$ cat src/rtl/pc_call_stack_pkg.sv
`default_nettype none
// ============================================================================
// Module   : pc_call_stack_pkg
// Purpose  : Shared PC/call-stack defaults and next-PC source encodings.
// Revision : 1.0 - initial release
// ============================================================================
package pc_call_stack_pkg;

    localparam int c_pc_w_default  = 10;
    localparam int c_depth_default = 8;

    // Next-PC source selector driven by the control unit
    typedef enum logic [1:0] {
        J_INC  = 2'b00,
        J_ABS  = 2'b01,
        J_RET  = 2'b10,
        J_RSVD = 2'b11
    } j_mode_e;

endpackage
`default_nettype wire

$ cat src/rtl/pc_call_stack_stack.sv
`default_nettype none
// ============================================================================
// Module   : call_stack
// Purpose  : LIFO of return addresses with occupancy count, full and empty.
// Revision : 1.0 - initial release
// ============================================================================
module call_stack
    import pc_call_stack_pkg::*;
#(
    parameter int DATA_W = c_pc_w_default,
    parameter int DEPTH  = c_depth_default
) (
    input  logic                     i_clk,
    input  logic                     i_rst,
    input  logic                     i_push,
    input  logic                     i_pop,
    input  logic [DATA_W-1:0]        i_data,
    output logic [DATA_W-1:0]        o_data,
    output logic [$clog2(DEPTH):0]   o_depth,
    output logic                     o_full,
    output logic                     o_empty
);

    localparam int c_aw = $clog2(DEPTH);

    logic [DATA_W-1:0] r_mem [DEPTH];
    logic [c_aw:0]     r_depth;
    logic              w_full;
    logic              w_empty;
    logic              w_do_push;
    logic              w_do_pop;
    logic [c_aw-1:0]   w_top_idx;

    assign w_full    = (r_depth == (c_aw+1)'(DEPTH));
    assign w_empty   = (r_depth == '0);
    assign w_do_push = i_push & ~w_full;
    assign w_do_pop  = i_pop & ~w_empty;
    assign w_top_idx = c_aw'(r_depth - 1'b1);

    always_ff @(posedge i_clk) begin
        if (i_rst) begin
            r_depth <= '0;
        end else if (w_do_push && !w_do_pop) begin
            r_depth <= r_depth + 1'b1;
        end else if (w_do_pop && !w_do_push) begin
            r_depth <= r_depth - 1'b1;
        end
    end

    // Storage is deliberately left out of reset; depth alone defines validity
    always_ff @(posedge i_clk) begin
        if (!i_rst && w_do_push && !w_do_pop) begin
            r_mem[r_depth[c_aw-1:0]] <= i_data;
        end
    end

    assign o_data  = w_empty ? '0 : r_mem[w_top_idx];
    assign o_depth = r_depth;
    assign o_full  = w_full;
    assign o_empty = w_empty;

endmodule
`default_nettype wire

$ cat src/rtl/pc_call_stack.sv
`default_nettype none
// ============================================================================
// Module   : pc_call_stack
// Purpose  : Program counter with next-PC mux, return register and call stack.
// Revision : 1.0 - initial release
// ============================================================================
module pc_call_stack
    import pc_call_stack_pkg::*;
#(
    parameter int PC_W  = c_pc_w_default,
    parameter int DEPTH = c_depth_default
) (
    input  logic                     i_clk,
    input  logic                     i_rst,
    input  logic                     i_PCw,
    input  logic                     i_jump,
    input  logic [1:0]               i_j_mode,
    input  logic                     i_call,
    input  logic                     i_return,
    input  logic [PC_W-1:0]          i_target,
    output logic [PC_W-1:0]          o_pc,
    output logic [$clog2(DEPTH):0]   o_depth,
    output logic                     o_stack_ovf,
    output logic                     o_stack_unf,
    output logic                     o_stack_err
);

    logic [PC_W-1:0] r_pc;
    logic [PC_W-1:0] r_ret;
    logic            r_ovf;
    logic            r_unf;
    logic            r_err;

    logic [PC_W-1:0] w_pc_inc;
    logic [PC_W-1:0] w_pc_next;
    logic [PC_W-1:0] w_stack_top;
    logic            w_conflict;
    logic            w_push;
    logic            w_pop;
    logic            w_full;
    logic            w_empty;

    assign w_pc_inc   = r_pc + 1'b1;
    assign w_conflict = i_call & i_return;
    assign w_push     = i_call & i_PCw & ~w_conflict;
    assign w_pop      = i_return & ~w_conflict;

    call_stack #(
        .DATA_W (PC_W),
        .DEPTH  (DEPTH)
    ) u_call_stack (
        .i_clk   (i_clk),
        .i_rst   (i_rst),
        .i_push  (w_push),
        .i_pop   (w_pop),
        .i_data  (w_pc_inc),
        .o_data  (w_stack_top),
        .o_depth (o_depth),
        .o_full  (w_full),
        .o_empty (w_empty)
    );

    // RET ignores i_jump; ABS without i_jump and RSVD both fall through to increment
    always_comb begin
        w_pc_next = w_pc_inc;
        case (j_mode_e'(i_j_mode))
            J_ABS:   if (i_jump) w_pc_next = i_target;
            J_RET:   w_pc_next = r_ret;
            default: w_pc_next = w_pc_inc;
        endcase
    end

    always_ff @(posedge i_clk) begin
        if (i_rst) begin
            r_pc  <= '0;
            r_ret <= '0;
            r_ovf <= 1'b0;
            r_unf <= 1'b0;
            r_err <= 1'b0;
        end else begin
            if (i_PCw) begin
                r_pc <= w_pc_next;
            end
            if (w_pop) begin
                r_ret <= w_stack_top;
            end
            if (w_push && w_full) begin
                r_ovf <= 1'b1;
            end
            if (w_pop && w_empty) begin
                r_unf <= 1'b1;
            end
            if (w_conflict) begin
                r_err <= 1'b1;
            end
        end
    end

    assign o_pc        = r_pc;
    assign o_stack_ovf = r_ovf;
    assign o_stack_unf = r_unf;
    assign o_stack_err = r_err;

endmodule
`default_nettype wire
$ cat config.mk
export PLATFORM = sky130hd
export DESIGN_NAME = pc_call_stack
export DESIGN_NICKNAME = d
export VERILOG_FILES = /design/src/rtl/pc_call_stack_pkg.sv /design/src/rtl/pc_call_stack_stack.sv /design/src/rtl/pc_call_stack.sv
export SDC_FILE = /design/constraint.sdc
export NUM_CORES = 1
export LEC_CHECK = 0
export CAP_MARGIN = 20
export CORE_ASPECT_RATIO = 2
export CORE_MARGIN = 2
export CORE_UTILIZATION = 43
export CTS_CLUSTER_SIZE = 14
export DETAILED_ROUTE_END_ITERATION = 6
export DONT_BUFFER_PORTS = 1
export GPL_TIMING_DRIVEN = 0
export PLACE_DENSITY = 0.6
export SETUP_SLACK_MARGIN = 0.5
export SLEW_MARGIN = 0
export SYNTH_ARGS = -nofsm -noshare
export SYNTH_HDL_FRONTEND = slang
export SYNTH_SLANG_ARGS = --single-unit
export TNS_END_PERCENT = 1
$ cat constraint.sdc
create_clock -name i_clk -period 3.2 [get_ports i_clk]
set_clock_uncertainty 0.15 [all_clocks]
set_input_delay 0.32 -clock i_clk [delete_from_list [all_inputs] [get_ports i_clk]]
set_output_delay 0.32 -clock i_clk [all_outputs]
set_load 0.02 [all_outputs]
==> results.md, run 1 <==
- Status: completed
- Final instance area: 5290 um^2
- Synthesized netlist net count: approximately 340
- CTS tree: built
- Worst-path fanout max: 10
- H-tree depth: 3
- Synthesized area: 4520 um^2
- Worst path required time: 3.06 ns
- Final Routed Wirelength: about 10,000 um
- Setup violations, final: 0
- Number of synthesized flops with an enable pin: 80
- Yosys top cell by area: edfxtp_1
- RSZ-0062 raised after global routing: no
- Clock Sinks: 107
- Worst slew pin tran: 0.874 ns
- Final period utilization: 81.1%
- Die X: approximately 76 um
- Starting density of the core: between 40% and 50%
- # IOs: 35
- Largest net degree at the start of global routing: 19
- Area Growth Syn to Fin: 17.0%
- Number of global-route vias before repair: 2,763
- Clock-pin slew on the worst setup and hold paths: about 0.070 ns
- Cell Area, Placed: 4730 um^2
- Hpwl dp: between 6000 and 7000 um
- Initial antenna violation count: 0
- Gr usage total: 18.8%
- CTS buffer count: 9
- Primary FF master, synth: edfxtp_1
- Post-route ant nets: 0
- Share of cells above drive strength 1: 23.9%
- Final min period: 2.59 ns
- Cell Pwr Density: roughly 650 nW/um^2
- Post-synthesis register bit count: between 100 and 150
- Syn_area_per_cell: 14.5 um^2
- Clk_lat worst skew: 0.34 ns
- Synth area leaders: edfxtp_1 53%, dfxtp_1 12%, mux4_2 10%
- Worst setup SP type: flip-flop
- Drt pass-1 iters: 5
- Fmax: 385 MHz
- Inserted Diodes: 0
- Fin. Hold Viols: 0
- Wire per inst: between 20 and 25 um
- Drt drc: 0
- Row count: 53
- Critical Path End Type: flip-flop
- PortBufs: 0
- GPL Wtd Cong: 0.888
- Sequential area share after synthesis: 65.1%
- Worst reg-to-reg setup slack: 0.61 ns
- Final #Nets: 362
- Grt ovf: 0
- Synth unique cells: 46
- Die ar.: 11,400 um^2
- Chip height: 149 um
- CTS root buffer: clkbuf_16
- Worst Hold Class: in2reg
- Global-route wire length before repair: 15,700 um
- Slew headroom: 41.3%
- Vias per inst: between 5 and 6
- Final Slew Violations: 0
- Peak VDD IR: 0.426 mV
- Initial DRC Count: around 230
- Clock Path Buffers: 2
- Top-count cell post-synth: edfxtp_1
- Post-Syn Instances: 311
- Most frequent cells after synthesis: 80 x edfxtp_1, 27 x dfxtp_1, 24 x nand2_1, 23 x nor2_1, 20 x mux4_2
- Setup WS post-layout: around 0.6 ns
- Via count: between 2,000 and 3,000
- Max-capacitance violation count: 0
- Share of the synthesized area in the top cell type: 53.2%
- Critical path type: reg2reg
- Pre-CTS setup slack: -0.467 ns
- Synthesis Warnings: 0
- Leakage: 1.76 nW
- Asr flop ratio synth: 0%
- Core area: a little over 10,000 um^2
- WP data arrival: 2.46 ns
[sequential cells by signal (all words and copies together) (netlist names)]
signal,flops
r_ret,10
o_stack_err,1
u_call_stack.r_mem,80
o_stack_unf,1
o_pc,10
o_stack_ovf,1
u_call_stack.o_depth,4
[stage by stage]
step	setup TNS (ns)	std cells	utilization, %	total power, mW	hold WS (ns)
floorplan	0	311	-	2.15	0.266
global placement	-24.44	448	45.6	2.30	0.282
detailed placement	-24.70	449	45.7	2.32	0.279
CTS	0	478	50.6	3.40	0.139
global route	0	480	51.1	3.56	0.171
finish	0	480	51.1	3.42	0.145
[metal layers]
metal,track usage (%),vias to the layer above,wire (um)
met5,0,-,0
met4,6.45,0,201
met3,3.45,14,541
met2,32.6,96,5430
met1,23.6,1368,3980
li1,-,1268,-
[layout make-up]
| cell class | count | area, um^2 |
|---|---|---|
| tap | 137 | 171 |
| inverter | 10 | 41.3 |
| clock inverter | 6 | 48.8 |
| multi-input combinational | 178 | 1570 |
| timing repair buffer | 16 | 166 |
| buffer | 16 | 106 |
| clock buffer | 10 | 229 |
| fill | 896 | 5060 |
| sequential | 107 | 2950 |
[worst max-delay path, cell delays in order (launching register included)]
cell	delay, ns
dfxtp_2	0.40
buf_4	0.23
clkinvlp_4	0.17
ha_4	0.21
and3b_2	0.21
nor4_2	0.42
and3_2	0.47
[logic make-up after synthesis]
logic type / Yosys count / share of synthesized area (%)
flops: 107 / 65.1
buf+inv: 26 / 2.49
xor+xnor: 11 / 2.13
fa+ha+maj: 6 / 1.66
compound gates: 45 / 7.48
mux: 21 / 10.2
simple gates: 95 / 10.9
[report_power, final]
group          total (mW)  switching [mW]  internal [mW]
clock network        1.03           0.494          0.539
logic               0.756           0.402          0.354
registers            1.63          0.0794           1.55
total                3.42           0.975           2.45
[timing repair]
| item | in CTS | in global routing |
|---|---|---|
| resized for setup | 24 | 9 |
| hold buffers | 2 | 0 |
| setup endpoints to repair | 94 | 61 |
| setup buffers | 11 | 2 |
| hold endpoints to repair | 1 | 0 |
| pin swaps | 3 | 1 |
[placed cells by master (no fill, tap or decap), types with 2 or more instances in the layout]
cell and n:
nand4_1 2, a211oi_1 4, a32oi_1 10, nand3b_1 2, a21oi_1 5, nand3_1 5
and3_1 3, and3_2 2, inv_8 2, nand2_1 24, a32o_1 2, nor3_1 6
clkbuf_1 8, inv_1 8, xnor2_1 7, clkinvlp_4 2, mux4_2 20, buf_12 4
ha_1 4, o21ai_0 5, clkbuf_16 9, nand2b_1 6, dfxtp_1 25, clkinv_2 2
dlygate4sd3_1 2, buf_2 3, or4_1 4, nor2_1 22, a31o_2 2, o32ai_1 2
buf_4 11, xor2_1 4, nor3b_4 3, edfxtp_1 80, nor3_4 2, a22oi_1 10
[path summary, 6_finish.rpt]
| path | endpoint | depth (start not counted) | start |
|---|---|---|---|
| setup / recovery | u_call_stack.r_mem[4][9] | 6 | u_call_stack.o_depth[1] |
| hold / removal | o_pc[8] | 3 | i_target[8] |
| setup reg to reg | u_call_stack.r_mem[4][9] | 6 | u_call_stack.o_depth[1] |
| hold reg to reg | r_ret[2] | 2 | r_ret[2] |
(Power assumes the default switching activity.)
==> run 2: changes to the inputs <==
- clock period: 3.2 -> 2.2 ns (I/O delays scaled with it)
==> run 2 against run 1 <==
Against the previous run:
- the flow now finishes with violations (setup timing)
- critical path depth rose by 2
- utilization increased by 3.2 points
- combinational power increased by 68%
- sequential power increased by 47%
- clock power up 50%
- flip-flop and latch count is the same
- power increased by 52%
- maximum frequency is 10% higher
- non-clock buffer count up 2
- die area unchanged
- largest power group unchanged
- first-iteration DRC count is 2.2% higher
==> results.md, run 2 (synthesis results as in run 1) <==
- Inserted Diodes: 0
- CTS root buffer: clkbuf_16
- Logic pwr share: between 20 and 25%
- Sw frac: 29.1%
- Worst path max stage delay: 0.41 ns
- Setup WS post-layout: -0.151 ns
- Share of cells above drive strength 1: 33.0%
- Final Routed Wirelength: 10,600 um
- Worst-path fanout max: 8
- Crit-path slowest cell: dfxtp_4
- Peak VDD IR: 0.760 mV
- Wire per inst: ~22 um
- Die X: 76.5 um
- # IOs: 35
- NetSw: 1.51 mW
- Crit-path cells: buf_12, buf_12, clkinv_8, ha_4, and3b_2, nor4_4, nor3b_4, buf_12
- Leakage: 1.88 nW
- PortBufs: 0
- Clock Path Buffers: 2
- Status: complete, but fails checks
- Fin. Hold Viols: 0
- Most frequent cells in the layout: 80 x edfxtp_1, 24 x nand2_1, 20 x nor2_1, 20 x mux4_2, 16 x dfxtp_1
- Via count: between 2,000 and 3,000
- Largest net degree at the start of global routing: 20
- Final #Nets: approximately 360
- Cell family with most CP delay: simple AND/OR/NAND/NOR gates
- Worst setup SP type: flip-flop
- Clock Sinks: 107
- Starting density of the core: a little over two fifths
- CTS tree: built
- Final instance area: 5620 um^2
- Clk_lat worst skew: 0.34 ns
- Hold_ws: a little under 0.05 ns
- Critical path type: reg2reg
- Drt pass-1 iters: 4
- Fmax: approximately 430 MHz
- WP buf/inv: 4
- Setup violations, final: 82
- RSZ-0062 raised after global routing: yes
- Initial antenna violation count: 0
- Failing checks: setup timing
- Pwr Total: 5.20 mW
- Crit path top cell by count: buf_12
- Final Slew Violations: 0
- FF/Latch Area: just under 3000 um^2
- Number of global-route vias before repair: slightly below 3,000
- Reg power frac: 46.0%
- Max reg flops: 80
- Commonest non-fill, non-tap cell in the layout: edfxtp_1
- Clock-pin slew on the worst setup and hold paths: 0.07 ns
- CTS buffer count: 9
- Die ar.: 11,400 um^2
- Cell Pwr Density: 924 nW/um^2
- Gr usage total: 19.4%
- Vias per inst: 5.77
- Clock network power share: 29.6%
- Critical Path End Type: flip-flop
- Final period utilization: 107%
- Row count: between 50 and 60
- Chip height: 149 um
- Global-route wire length before repair: between 15,000 and 20,000 um
- Worst Hold Class: in2reg
- Worst path required time: 2.11 ns
- Pint: 3.68 mW
- Core area: 10,300 um^2
- Multi-input gate area: 1790 um^2
- Post-route ant nets: 0
- GPL Wtd Cong: 0.871
- Grt ovf: 0
- Layout Utilization: 54.3%
- Final min period: 2.35 ns
- Cell Area, Placed: 4830 um^2
- Hpwl dp: between 7000 and 8000 um
- Number of fill cells: 852
- Pre-CTS setup slack: -0.736 ns
- Drt drc: 0
- WP data arrival: approximately 2.3 ns
- Area Growth Syn to Fin: 24.4%
- Worst slew pin tran: 0.649 ns
- H-tree depth: 3
- Initial DRC Count: 231
- Slew headroom: 56.6%
- Max-capacitance violation count: 0
==> run 2: layer usage <==
| metal | track usage, % | routed length (um) | vias to the layer above |
|---|---|---|---|
| li1 | - | - | 1273 |
| met1 | 23.9 | 4260 | 1435 |
| met2 | 35.3 | 5870 | 57 |
| met3 | 2.48 | 324 | 16 |
| met4 | 6.45 | 179 | 0 |
| met5 | 0 | 0 | - |
==> run 2: what timing repair did <==
item	in CTS	in global routing
endpoints found under the hold margin	1	0
setup endpoints to repair	165	140
gates resized for setup	55	4
pin swaps	20	8
setup buffers	16	0
hold buffers	2	0
cloned	0	0
==> run 2: power groups by stage <==
stage               logic (mW)  registers (mW)  clock network, mW
global placement          1.06            2.42                  0
detailed placement        1.08            2.43                  0
finish                    1.27            2.39               1.54
global route              1.36            2.40               1.63
floorplan                0.837            2.40                  0
CTS                       1.26            2.39               1.55
==> run 2: final cells by class <==
| type | count | area share (%) |
|---|---|---|
| Multi-Input combinational cell | 178 | 31.8 |
| Clock buffer | 9 | 4.01 |
| Inverter | 10 | 0.957 |
| Timing Repair Buffer | 18 | 3.83 |
| Tap cell | 137 | 3.05 |
| Sequential cell | 107 | 52.7 |
| Buffer | 16 | 2.58 |
| Clock inverter | 7 | 1.05 |
==> run 2: path summary, 6_finish.rpt <==
path | from | endpoint | slack (ns) | cells past startpoint
worst max register to register | u_call_stack.o_depth[0] | u_call_stack.r_mem[0][6] | -0.15 | 8
worst max-delay path | u_call_stack.o_depth[0] | u_call_stack.r_mem[0][6] | -0.15 | 8
worst min register to register | r_ret[5] | r_ret[5] | 0.29 | 2
worst min-delay path | i_PCw | o_pc[0] | 0.05 | 2
==> run 2: per-stage QoR <==
stage | std cells | TNS (ns)
after floorplan | 311 | -7.16
final | 482 | -4.99
after global routing | 482 | -11.52
after global placement | 448 | -49.89
after CTS | 482 | -3.90
after detailed placement | 448 | -56.59
